===== src/rtl/sreg_pkg.sv =====
// Shared definitions for the serial shift-register link.
// Used by the PISO transmitter and the SIPO receiver so both sides agree
// on the state encoding and the default word width.
//
// Contents:
//   ST_IDLE / ST_SHIFT : transmitter state encoding
//   SREG_W             : default link word width in bits
package sreg_pkg;

   localparam logic ST_IDLE  = 1'b0;
   localparam logic ST_SHIFT = 1'b1;

   localparam int SREG_W = 4;

endpackage


===== src/rtl/piso_tx.sv =====
// Parallel-in serial-out transmitter, send side of the serial link.
// A word taken through the load handshake is shifted out LSB first, one bit
// per clock. A new word may be accepted on the cycle that carries the last
// bit of the current word, so consecutive words go out with no gap.
//
// Ports:
//   clk        : rising-edge clock
//   clear      : synchronous active-high reset, overrides every other input
//   din        : parallel word to transmit
//   load_valid : din is valid and requests transmission
//   load_ready : a word is accepted on this edge if load_valid is high
//   sout       : serial data bit
//   sout_valid : sout carries a word bit this cycle
//   done       : sout carries the last bit (MSB) of the current word
module piso_tx
   import sreg_pkg::*;
#(
   parameter  int WIDTH = SREG_W,
   localparam int CNT_W = $clog2(WIDTH)
) (
   input  logic             clk,
   input  logic             clear,
   input  logic [WIDTH-1:0] din,
   input  logic             load_valid,
   output logic             load_ready,
   output logic             sout,
   output logic             sout_valid,
   output logic             done
);

   localparam logic [CNT_W-1:0] LAST_CNT = CNT_W'(WIDTH - 1);

   logic             state, state_n;
   logic [WIDTH-1:0] shreg, shreg_n;
   logic [CNT_W-1:0] cnt, cnt_n;
   logic             accept;

   // State register: state, bit counter and shift register all move together,
   // and clear drops any word in flight without finishing it.
   always_ff @(posedge clk) begin
      if (clear) begin
         state <= ST_IDLE;
         shreg <= '0;
         cnt   <= '0;
      end else begin
         state <= state_n;
         shreg <= shreg_n;
         cnt   <= cnt_n;
      end
   end

   // Next-state logic. A load wins over everything, which is what lets a new
   // word follow the last bit of the old one directly. Otherwise the word
   // shifts right with zero fill until its last bit, then the block idles.
   always_comb begin
      state_n = state;
      shreg_n = shreg;
      cnt_n   = cnt;
      accept  = load_valid && load_ready;
      if (accept) begin
         state_n = ST_SHIFT;
         shreg_n = din;
         cnt_n   = '0;
      end else if (state == ST_SHIFT) begin
         if (done) begin
            state_n = ST_IDLE;
            shreg_n = '0;
            cnt_n   = '0;
         end else begin
            shreg_n = {1'b0, shreg[WIDTH-1:1]};
            cnt_n   = cnt + CNT_W'(1);
         end
      end
   end

   // Outputs come straight from the state with no extra register stage.
   // Ready is also raised on the last bit so a follow-on word can load.
   always_comb begin
      sout_valid = (state == ST_SHIFT);
      sout       = sout_valid ? shreg[0] : 1'b0;
      done       = sout_valid && (cnt == LAST_CNT);
      load_ready = (state == ST_IDLE) || done;
   end

endmodule

===== config.mk =====
export PLATFORM = sky130hd
export DESIGN_NAME = piso_tx
export DESIGN_NICKNAME = d
export VERILOG_FILES = /design/src/rtl/sreg_pkg.sv /design/src/rtl/piso_tx.sv
export SDC_FILE = /design/constraint.sdc
export NUM_CORES = 1
export LEC_CHECK = 0
export CAP_MARGIN = 25
export CELL_PAD_IN_SITES_DETAIL_PLACEMENT = 0
export CELL_PAD_IN_SITES_GLOBAL_PLACEMENT = 1
export CORE_AREA = 2 2 39 41
export CTS_CLUSTER_DIAMETER = 120
export DETAILED_ROUTE_END_ITERATION = 10
export DIE_AREA = 0 0 41 43
export HOLD_SLACK_MARGIN = 0.12
export PLACE_DENSITY_LB_ADDON = 0.1
export SLEW_MARGIN = 30
export SYNTH_ARGS = -nofsm -noshare
export SYNTH_HDL_FRONTEND = slang
export SYNTH_SLANG_ARGS = --single-unit

===== constraint.sdc =====
create_clock -name clk -period 1.5 [get_ports clk]
set_input_delay 0.3 -clock clk [delete_from_list [all_inputs] [get_ports clk]]
set_output_delay 0.3 -clock clk [all_outputs]
set_load 0.1 [all_outputs]

==> results of run 1 <==
## cell usage after synthesis, drive strengths merged
cell type  count
inv            4
nor2           6
nand3          1
o21a           1
a32oi          4
ha             1
a211oi         3
buf            2
a21o           3
and2           2
nand2          1
nor3           3
nor2b          1
dfxtp          7
mux2i          2
## stage by stage
stage | setup TNS, ns | setup slack (ns) | hold WS (ns) | instances
after detailed placement | 0 | 0.06212 | 0.5066 | 68
after global routing | -0.005149 | -0.005149 | 0.6262 | 78
after global placement | 0 | 0.1093 | 0.4768 | 68
after CTS | 0 | 0.001165 | 0.5409 | 72
after floorplan | -0.04335 | -0.03495 | 0.3627 | 41
final | 0 | 0.03310 | 0.5896 | 78
## power groups by stage
stage / clock [uW] / combinational [uW] / sequential, uW
2_1_floorplan: 0 / 71.5 / 222
3_3_place_gp: 0 / 128 / 215
3_5_place_dp: 0 / 132 / 216
4_1_cts: 189 / 133 / 214
5_1_grt: 199 / 167 / 210
6_report: 177 / 157 / 208
## per-layer routing
metal,vias up,wire (um)
li1,188,-
met1,174,431
met2,9,467
met3,4,43
met4,0,19
met5,-,0
## cell families after synthesis
kind of cell             synth area share, %
multiplexers                           5.480
AO/OA/AOI/OAI                          25.00
buffers and inverters                  9.246
AND/OR/NAND/NOR                        18.49
flip-flops                             38.35
adder cells (fa/ha/maj)                3.424
## worst max-delay path by stage
stage / depth (start not counted) / to / slack [ns]
3_5_place_dp: 4 / shreg[2]$_SDFFE_PP0P_ / 0.06
4_1_cts: 4 / load_ready / 0.001
3_3_place_gp: 5 / shreg[3]$_SDFFE_PP0P_ / 0.11
5_1_grt: 4 / load_ready / -0.005
2_1_floorplan: 2 / load_ready / -0.03
6_report: 4 / load_ready / 0.03
## sequential cells by signal (all words and copies together) (netlist names)
| signal | count |
|---|---|
| cnt | 2 |
| shreg | 4 |
| sout_valid | 1 |
## repair_timing
| action | in CTS | in global routing |
|---|---|---|
| resized for setup | 3 | 1 |
| setup endpoints to repair | 2 | 1 |
| setup buffers | 0 | 6 |
| pin swaps | 1 | 1 |
## cell usage in the layout, fill, tap and decap left out
cell and n:
buf_4 8, nor2_1 6, clkdlybuf4s50_1 6, buf_12 5, a32oi_1 4, dfxtp_1 4, inv_1 3, a21o_2 3
nor3_1 3, a211oi_1 3, clkbuf_4 3, mux2i_1 2, dfxtp_2 2, and2_2 1, nor2b_4 1, clkinvlp_4 1
and2_4 1, nand3_1 1, o21a_1 1, nand2_1 1, ha_4 1, clkbuf_1 1, dfxtp_4 1
## critical path, delay by kind of cell, from the launching register on
family                     cells  cell delay, ns
DFF                            1            0.33
and+or+nand+nor                1            0.13
adders and majority gates      1            0.17
buffers and inverters          2            0.28
## final cells by class
| class | instances | area, um^2 | share of cell area (%) |
|---|---|---|---|
| tap | 16 | 20.02 | 3.107 |
| multi-input combinational | 28 | 212.7 | 33.01 |
| inverter | 4 | 18.77 | 2.913 |
| clock buffer | 4 | 26.28 | 4.078 |
| timing repair buffer | 19 | 220.2 | 34.17 |
| sequential | 7 | 146.4 | 22.72 |
==> results.json, run 1 <==
{
  "critPathMaxStageDelay_ns": 0.33,
  "viasPerCell": 4.808,
  "critPathLaunchType": "flop",
  "cts_max_level": 1,
  "syn_area_per_cell_um2": 8.911,
  "ys_types": 16,
  "seqPwrFrac_pct": 38.4,
  "swShare_pct": 30.33,
  "reg2reg_slack_ns": 0.30,
  "portBuffers": 10,
  "synth_top_area_cell": "dfxtp_1",
  "worstPathMaxFanout": 3,
  "wl_um": 961,
  "min_to": "shreg[0]$_SDFFE_PP0P_",
  "nFillCells": 137,
  "path_cells": "ha_4 -> nor2b_4 -> clkinvlp_4 -> buf_12",
  "layout-drive-gt1-share_pct": 43.55,
  "cp.required_ns": 1.20,
  "fp.dieH_um": 43,
  "antenna_found_initial": 0,
  "min_period_ns": 1.467,
  "grt_pass1_vias": 329,
  "crit_type": "reg -> out",
  "finalPower_uw": 543.0,
  "clkSinkCount": 7,
  "gr-total-overflow": 0,
  "maxSlewHeadroom_pct": 82.14,
  "met2_usage_pct": 18.44,
  "hold_buffers": 0,
  "diodes": 0,
  "rr_endpoint": "shreg[2]$_SDFFE_PP0P_",
  "hold_class": "reg -> reg",
  "p_comb_share_pct": 29.0,
  "cts_tree": "built",
  "grt_max_degree": 15,
  "synthTopCellsByArea": "dfxtp_1 (38%), a32oi_1 (9.6%), a21o_2 (7.2%)",
  "cp-end-kind": "primary output",
  "cp_slowest_cell": "dfxtp_2",
  "cts.clk_slew.worst_paths_ns": 0.06,
  "power.internal_uw": 378.3,
  "status": "finished clean",
  "setup_viol": 0,
  "rsz0062_at_grt": "true",
  "routed-via-count": 375,
  "netlist_area_um2": 365.4,
  "hold_viol": 0,
  "stdcell_area_um2": 644.4,
  "placed_cell_area_um2": 545.5,
  "wl_per_cell_um": 12.32,
  "dieArea_mm2": 0.001763,
  "top_usage_layer": "met2",
  "post-route-util_pct": 46.56,
  "clk_latency_ns": 0.26,
  "min-delay-start": "shreg[0]$_SDFFE_PP0P_",
  "start_util_pct": 26.40,
  "syn_inst": 41,
  "slew_violations": 0,
  "switchingPower_uw": 164.7,
  "ioPinCount": 11,
  "hpwlAfterDp_um": 636.6,
  "r2r-start": "cnt[1]$_SDFFE_PP0P_",
  "grt_pass1_wl_um": 1545,
  "die_x_um": 41,
  "syn-num-nets": 49,
  "synth_top_area_share_pct": 38.36,
  "drc_errors": 0,
  "tightestPinTransition_ns": 0.2671,
  "use_met1_pct": 16.56,
  "syn_to_final_growth_pct": 76.37,
  "hold_depth": 2,
  "cp-startpoint": "cnt[1]$_SDFFE_PP0P_",
  "timing.final.crit_share_pct": 97.79,
  "drt_iter0_drc": 5,
  "antenna_left": 0,
  "power_leakage_uw": 0.0002726,
  "final_nets": 71,
  "clockBufferDepth": 2,
  "fmax_mhz": 681.7,
  "ff2ff_path_depth": 5,
  "pwr-share-clk_pct": 32.7,
  "cts_buffers": 3,
  "ys_seq_area_share_pct": 38.36,
  "skew_ns": 0.006095,
  "rows": 14,
  "place_congestion": 0.6858,
  "coreArea_mm2": 0.001384,
  "root_buffer": "clkbuf_4",
  "met3_usage_pct": 4.712,
  "grtUsageTotal_pct": 14.10,
  "drt_first_pass_iters": 4,
  "cap_violations": 0,
  "arrival_ns": 1.17,
  "ys_warn_count": 0,
  "power.density_mw_per_mm2": 842.7,
  "synth-seq-cells": 7,
  "ir_drop_v": 0.0003688
}
Note: power is estimated with default switching activity, not from simulation.
==> inputs of run 2 (changes only) <==
--- a/config.mk
+++ b/config.mk
@@ -5,6 +5,7 @@
 export SDC_FILE = /design/constraint.sdc
 export NUM_CORES = 1
 export LEC_CHECK = 0
+export ABC_AREA = 1
 export CAP_MARGIN = 25
 export CELL_PAD_IN_SITES_DETAIL_PLACEMENT = 0
 export CELL_PAD_IN_SITES_GLOBAL_PLACEMENT = 1
==> run 2 against run 1 <==
Net effect:
- clock power is 5% lower
- first-iteration DRC count decreased by 100%
- worst hold slack got worse by 0.092 ns
- largest cell class is now multi-input gates
- highest routed layer unchanged
==> results.json, run 2 <==
{
  "power.density_mw_per_mm2": 881.7,
  "synthFlopType": "dfxtp_1",
  "async_flop_share_pct": 0,
  "drt_iter0_drc": 0,
  "synthSimpleGateAreaFrac_pct": 28.04,
  "tns_ns": 0,
  "root_buffer": "clkbuf_4",
  "diodes": 0,
  "syn_inst": 50,
  "slew_violations": 0,
  "wl_um": 759,
  "synth_top_area_cell": "dfxtp_1",
  "synth_top_family_by_area": "simple AND/OR/NAND/NOR gates",
  "synthAdderAreaFrac_pct": 3.378,
  "yosys.area_share.xor_xnor_pct": 0,
  "ys_seq_area_share_pct": 37.84,
  "synth_edf_count": 0,
  "fmax_mhz": 695.6,
  "critPathLaunchType": "flop",
  "die_x_um": 41,
  "rows": 14,
  "viasPerCell": 4.346,
  "regMostFlops": "shreg",
  "grtUsageTotal_pct": 10.95,
  "drt_first_pass_iters": 1,
  "synth_top_area_share_pct": 37.84,
  "largest_reg_flops": 4,
  "ys_warn_count": 0,
  "final_cell_mix": "nand3_1 (8), nand2_1 (7), a21oi_1 (6), clkdlybuf4s50_1 (6)",
  "synthTopCellsByArea": "dfxtp_1 (38%), nand3_1 (11%), a21oi_1 (8.1%)",
  "placed_cell_area_um2": 538.0,
  "synth.area.mux_share_pct": 0,
  "hold_class": "reg -> reg",
  "netlist_area_um2": 370.4,
  "syn_to_final_growth_pct": 55.41,
  "wl_per_cell_um": 9.370,
  "place_congestion": 0.7121,
  "synth_commonest_cells": "inv_1 (8), nand3_1 (8), dfxtp_1 (7), nand2_1 (7), a21oi_1 (6)",
  "arrival_ns": 1.14,
  "clkSinkCount": 7,
  "grt_max_degree": 11,
  "hold_viol": 0,
  "start_util_pct": 26.76,
  "coreArea_mm2": 0.001384,
  "clockBufferDepth": 2,
  "stdcell_area_um2": 575.6,
  "syn-num-nets": 58,
  "portBuffers": 10,
  "grt_pass1_vias": 322,
  "rsz0062_at_grt": "false",
  "cts_tree": "built",
  "pre_cts_ws_ns": 0.1611,
  "layout_commonest_cell": "nand3_1",
  "ir_drop_v": 0.0004796,
  "antenna_found_initial": 0,
  "worstPathMaxFanout": 3,
  "syn_area_per_cell_um2": 7.407,
  "crit_type": "reg -> out",
  "dp.cells": 76,
  "hold_buffers": 0,
  "clk_latency_ns": 0.24,
  "worst_slack_ns": 0.06244,
  "cp.required_ns": 1.20,
  "final_nets": 74,
  "setup_viol": 0,
  "fp.dieH_um": 43,
  "cap_violations": 0,
  "timing.final.crit_share_pct": 95.84,
  "min_period_ns": 1.438,
  "skew_ns": 0.0006696,
  "cp-end-kind": "primary output",
  "layout-drive-gt1-share_pct": 32.31,
  "maxSlewHeadroom_pct": 86.27,
  "gr-total-overflow": 0,
  "ioPinCount": 11,
  "power_leakage_uw": 0.0002424,
  "hpwlAfterDp_um": 593.6,
  "stdcell_count": 81,
  "grt_pass1_wl_um": 1283,
  "drc_errors": 0,
  "ys_types": 16,
  "antenna_left": 0,
  "synth_compound_area_share_pct": 16.89,
  "cts.clk_slew.worst_paths_ns": 0.05,
  "routed-via-count": 352,
  "synth-seq-cells": 7,
  "dieArea_mm2": 0.001763,
  "cts_max_level": 1,
  "tightestPinTransition_ns": 0.2053,
  "status": "finished clean",
  "cts_buffers": 3
}
[run 2: final timing paths]
path                                             from               endpoint  slack (ns)  cells after the start
worst max register to register    cnt[0]$_SDFFE_PP0P_    cnt[0]$_SDFFE_PP0P_        0.36                      6
worst min register to register  shreg[3]$_SDFFE_PP0P_  shreg[3]$_SDFFE_PP0P_        0.50                      2
worst max-delay path              cnt[0]$_SDFFE_PP0P_                   done        0.06                      4
worst min-delay path            shreg[3]$_SDFFE_PP0P_  shreg[3]$_SDFFE_PP0P_        0.50                      2
[run 2: area by class of cell]
cell class	instances	area, um^2
clock buffer	4	26.28
fill	142	808.3
inverter	10	47.55
multi-input combinational	32	181.4
sequential	7	145.1
tap	16	20.02
timing repair buffer	12	155.1
[run 2: worst max-delay path: stages, from the launching register on]
cell	delay (ns)
dfxtp_2	0.33
ha_2	0.19
nand2_1	0.10
clkinvlp_4	0.10
buf_12	0.17
[run 2: per-layer routing]
metal / global-route usage, % / part of all wire (%) / vias up
met5: 0 / 0 / -
met4: 8.000 / 0.53 / 0
met3: 3.141 / 4.9 / 2
met2: 14.69 / 43 / 9
met1: 14.19 / 52 / 147
li1: - / - / 194
[run 2: metrics by stage]
stage,total power [uW],util [%],hold WS [ns]
after global routing,540.9,41.59,0.5112
final,507.5,41.59,0.4974
after detailed placement,342.7,38.88,0.4912
after floorplan,293.7,-,0.3594
after global placement,344.6,38.88,0.4964
after CTS,517.0,41.32,0.4990
[run 2: cells by family (layout without fill, tap and decap cells)]
family | after synthesis | in the layout
simple gates | 20 | 20
compound gates | 11 | 11
buf+inv | 11 | 26
flops | 7 | 7
fa+ha+maj | 1 | 1
[run 2: where the power goes]
group	switching [uW]	internal (uW)
clock network	67.5	101
logic	72.2	53.7
registers	14.5	198
[run 2: timing repair]
| item | 4_1_cts | 5_1_grt |
|---|---|---|
| setup buffers | 1 | 0 |
| gates resized for setup | 1 | 2 |
| setup endpoints to repair | 1 | 2 |
==> inputs of run 3 (changes only) <==
--- a/config.mk
+++ b/config.mk
@@ -13,6 +13,7 @@
 export CTS_CLUSTER_DIAMETER = 120
 export DETAILED_ROUTE_END_ITERATION = 10
 export DIE_AREA = 0 0 41 43
+export GPL_TIMING_DRIVEN = 0
 export HOLD_SLACK_MARGIN = 0.12
 export PLACE_DENSITY_LB_ADDON = 0.1
 export SLEW_MARGIN = 30
==> run 3 against run 2 <==
Net effect:
- clock skew increased by 0.0027 ns
- clock power increased by 6%
- maximum frequency decreased by 1.1%
- total power increased by 1.1%
- largest power group unchanged
- worst setup slack got worse by 0.016 ns
- first-iteration DRC count increased by 6
- combinational power about the same
- critical path type unchanged
- cell count unchanged
- largest cell class unchanged
- die area unchanged
- sequential share of layout area increased by 0.73 points
- sequential cell count unchanged
- cell area decreased by 2.8%
==> results.json, run 3 (same netlist as run 2, synthesis figures left out) <==
{
  "syn_to_final_growth_pct": 51.01,
  "layout-drive-gt1-share_pct": 33.85,
  "hold_class": "reg -> reg",
  "path_cells": "ha_2 -> inv_2 -> nand2_4 -> buf_12",
  "ioPinCount": 11,
  "min_to": "shreg[3]$_SDFFE_PP0P_",
  "grtUsageTotal_pct": 12.79,
  "hold_buffers": 0,
  "viasPerCell": 4.667,
  "critPathLaunchType": "flop",
  "hold_depth": 2,
  "routed-via-count": 378,
  "stdcell_area_um2": 559.3,
  "min-delay-start": "shreg[3]$_SDFFE_PP0P_",
  "reg2reg_slack_ns": 0.34,
  "cp.required_ns": 1.20,
  "skew_ns": 0.003351,
  "critPathMaxStageDelay_ns": 0.35,
  "seqPwrFrac_pct": 39.9,
  "setup_viol": 0,
  "timing.final.crit_share_pct": 96.93,
  "ir_drop_v": 0.0003197,
  "die_x_um": 41,
  "regMostFlops": "shreg",
  "hpwlAfterDp_um": 609.9,
  "layout_commonest_cell": "nand3_1",
  "power.density_mw_per_mm2": 917.6,
  "r2r-start": "cnt[0]$_SDFFE_PP0P_",
  "clockBufferDepth": 2,
  "min_period_ns": 1.454,
  "dp.cells": 76,
  "p_comb_share_pct": 25.2,
  "status": "finished clean",
  "clkSinkCount": 7,
  "antenna_found_initial": 0,
  "crit_type": "reg -> out",
  "drc_errors": 0,
  "root_buffer": "clkbuf_4",
  "dieArea_mm2": 0.001763,
  "start_util_pct": 26.76,
  "worstPathMaxFanout": 7,
  "cp-end-kind": "primary output",
  "power_leakage_uw": 0.0002369,
  "nFillCells": 160,
  "antenna_left": 0,
  "arrival_ns": 1.15,
  "gr-total-overflow": 0,
  "rows": 14,
  "cts_max_level": 1,
  "coreArea_mm2": 0.001384,
  "drt_first_pass_iters": 4,
  "drt_iter0_drc": 6,
  "swShare_pct": 32.00,
  "cts.clk_slew.worst_paths_ns": 0.05,
  "place_congestion": 0.6836,
  "post-route-util_pct": 40.42,
  "tightestPinTransition_ns": 0.5403,
  "cts_buffers": 3,
  "power.internal_uw": 349.0,
  "placed_cell_area_um2": 501.7,
  "hold_viol": 0,
  "fmax_mhz": 687.8,
  "grt_pass1_wl_um": 1435,
  "switchingPower_uw": 164.2,
  "maxSlewHeadroom_pct": 64.15,
  "rr_endpoint": "cnt[0]$_SDFFE_PP0P_",
  "diodes": 0,
  "ff2ff_path_depth": 6,
  "final_cell_mix": "nand3_1 (8), nand2_1 (6), a21oi_1 (6), clkdlybuf4s50_1 (6)",
  "wl_per_cell_um": 10.43,
  "pwr-share-clk_pct": 34.9,
  "slew_violations": 0,
  "rsz0062_at_grt": "false",
  "cp_slowest_cell": "dfxtp_2",
  "largest_reg_flops": 4,
  "cap_violations": 0,
  "grt_pass1_vias": 346,
  "wl_um": 845,
  "clk_latency_ns": 0.26,
  "stdcell_count": 81,
  "cts_tree": "built",
  "final_nets": 74,
  "fp.dieH_um": 43,
  "grt_max_degree": 10,
  "portBuffers": 10
}
==> run 3: changes by cell type in the layout (fill, tap and decap cells not counted), sizes merged <==
cell	change
buf	-1
clkdlybuf4s15	+1
==> run 3: cell type report <==
type,instances,area (um^2),area share [%]
Inverter,10,47.55,8.501
Multi-Input combinational cell,32,183.9,32.89
Timing Repair Buffer,11,125.1,22.37
Tap cell,16,20.02,3.579
Sequential cell,7,145.1,25.95
Buffer,1,11.26,2.013
Clock buffer,4,26.28,4.698
==> run 3: per-stage QoR <==
| step | hold slack [ns] | total power [uW] | setup WS, ns | TNS (ns) |
|---|---|---|---|---|
| floorplan | 0.3594 | 293.7 | 0.06749 | 0 |
| global placement | 0.4899 | 333.6 | -0.7510 | -2.158 |
| detailed placement | 0.4994 | 332.5 | -0.7555 | -2.165 |
| CTS | 0.5084 | 521.6 | -0.05416 | -0.06713 |
| global route | 0.5352 | 546.1 | 0.003273 | 0 |
| finish | 0.5001 | 513.2 | 0.04608 | 0 |
==> run 3: worst max-delay path by stage <==
stage | from | end | slack, ns | cells after the start
after CTS | cnt[0]$_SDFFE_PP0P_ | load_ready | -0.05 | 4
final | cnt[0]$_SDFFE_PP0P_ | load_ready | 0.05 | 4
after detailed placement | cnt[0]$_SDFFE_PP0P_ | load_ready | -0.76 | 4
after floorplan | sout_valid$_SDFF_PP0_ | done | 0.07 | 3
after global routing | cnt[0]$_SDFFE_PP0P_ | load_ready | 0.003 | 4
after global placement | cnt[0]$_SDFFE_PP0P_ | load_ready | -0.75 | 4
==> run 3: timing repair <==
action	CTS	global route
resized for setup	27	4
pin swaps	0	0
setup endpoints to repair	4	3
setup buffers	0	1
==> run 3: layer usage <==
metal	vias to the layer above	GRT usage, %	share of wire [%]
met1	174	15.26	44
met4	0	10.00	0.95
met3	2	4.712	5.1
met5	-	0	0
li1	193	-	-
met2	9	17.50	50
==> run 3: power groups by stage <==
stage	combinational [uW]	clock (uW)	sequential (uW)
after floorplan	72.5	0	221
after detailed placement	124	0	208
after global routing	139	201	206
after CTS	129	188	204
after global placement	125	0	208
final	129	179	205
==> run 3: critical path, delay by kind of cell (launching register included) <==
kind                     cells  cell delay (ns)
flip-flops                   1             0.35
AND/OR/NAND/NOR              1             0.11
adder cells (fa/ha/maj)      1             0.20
buffers and inverters        2             0.24
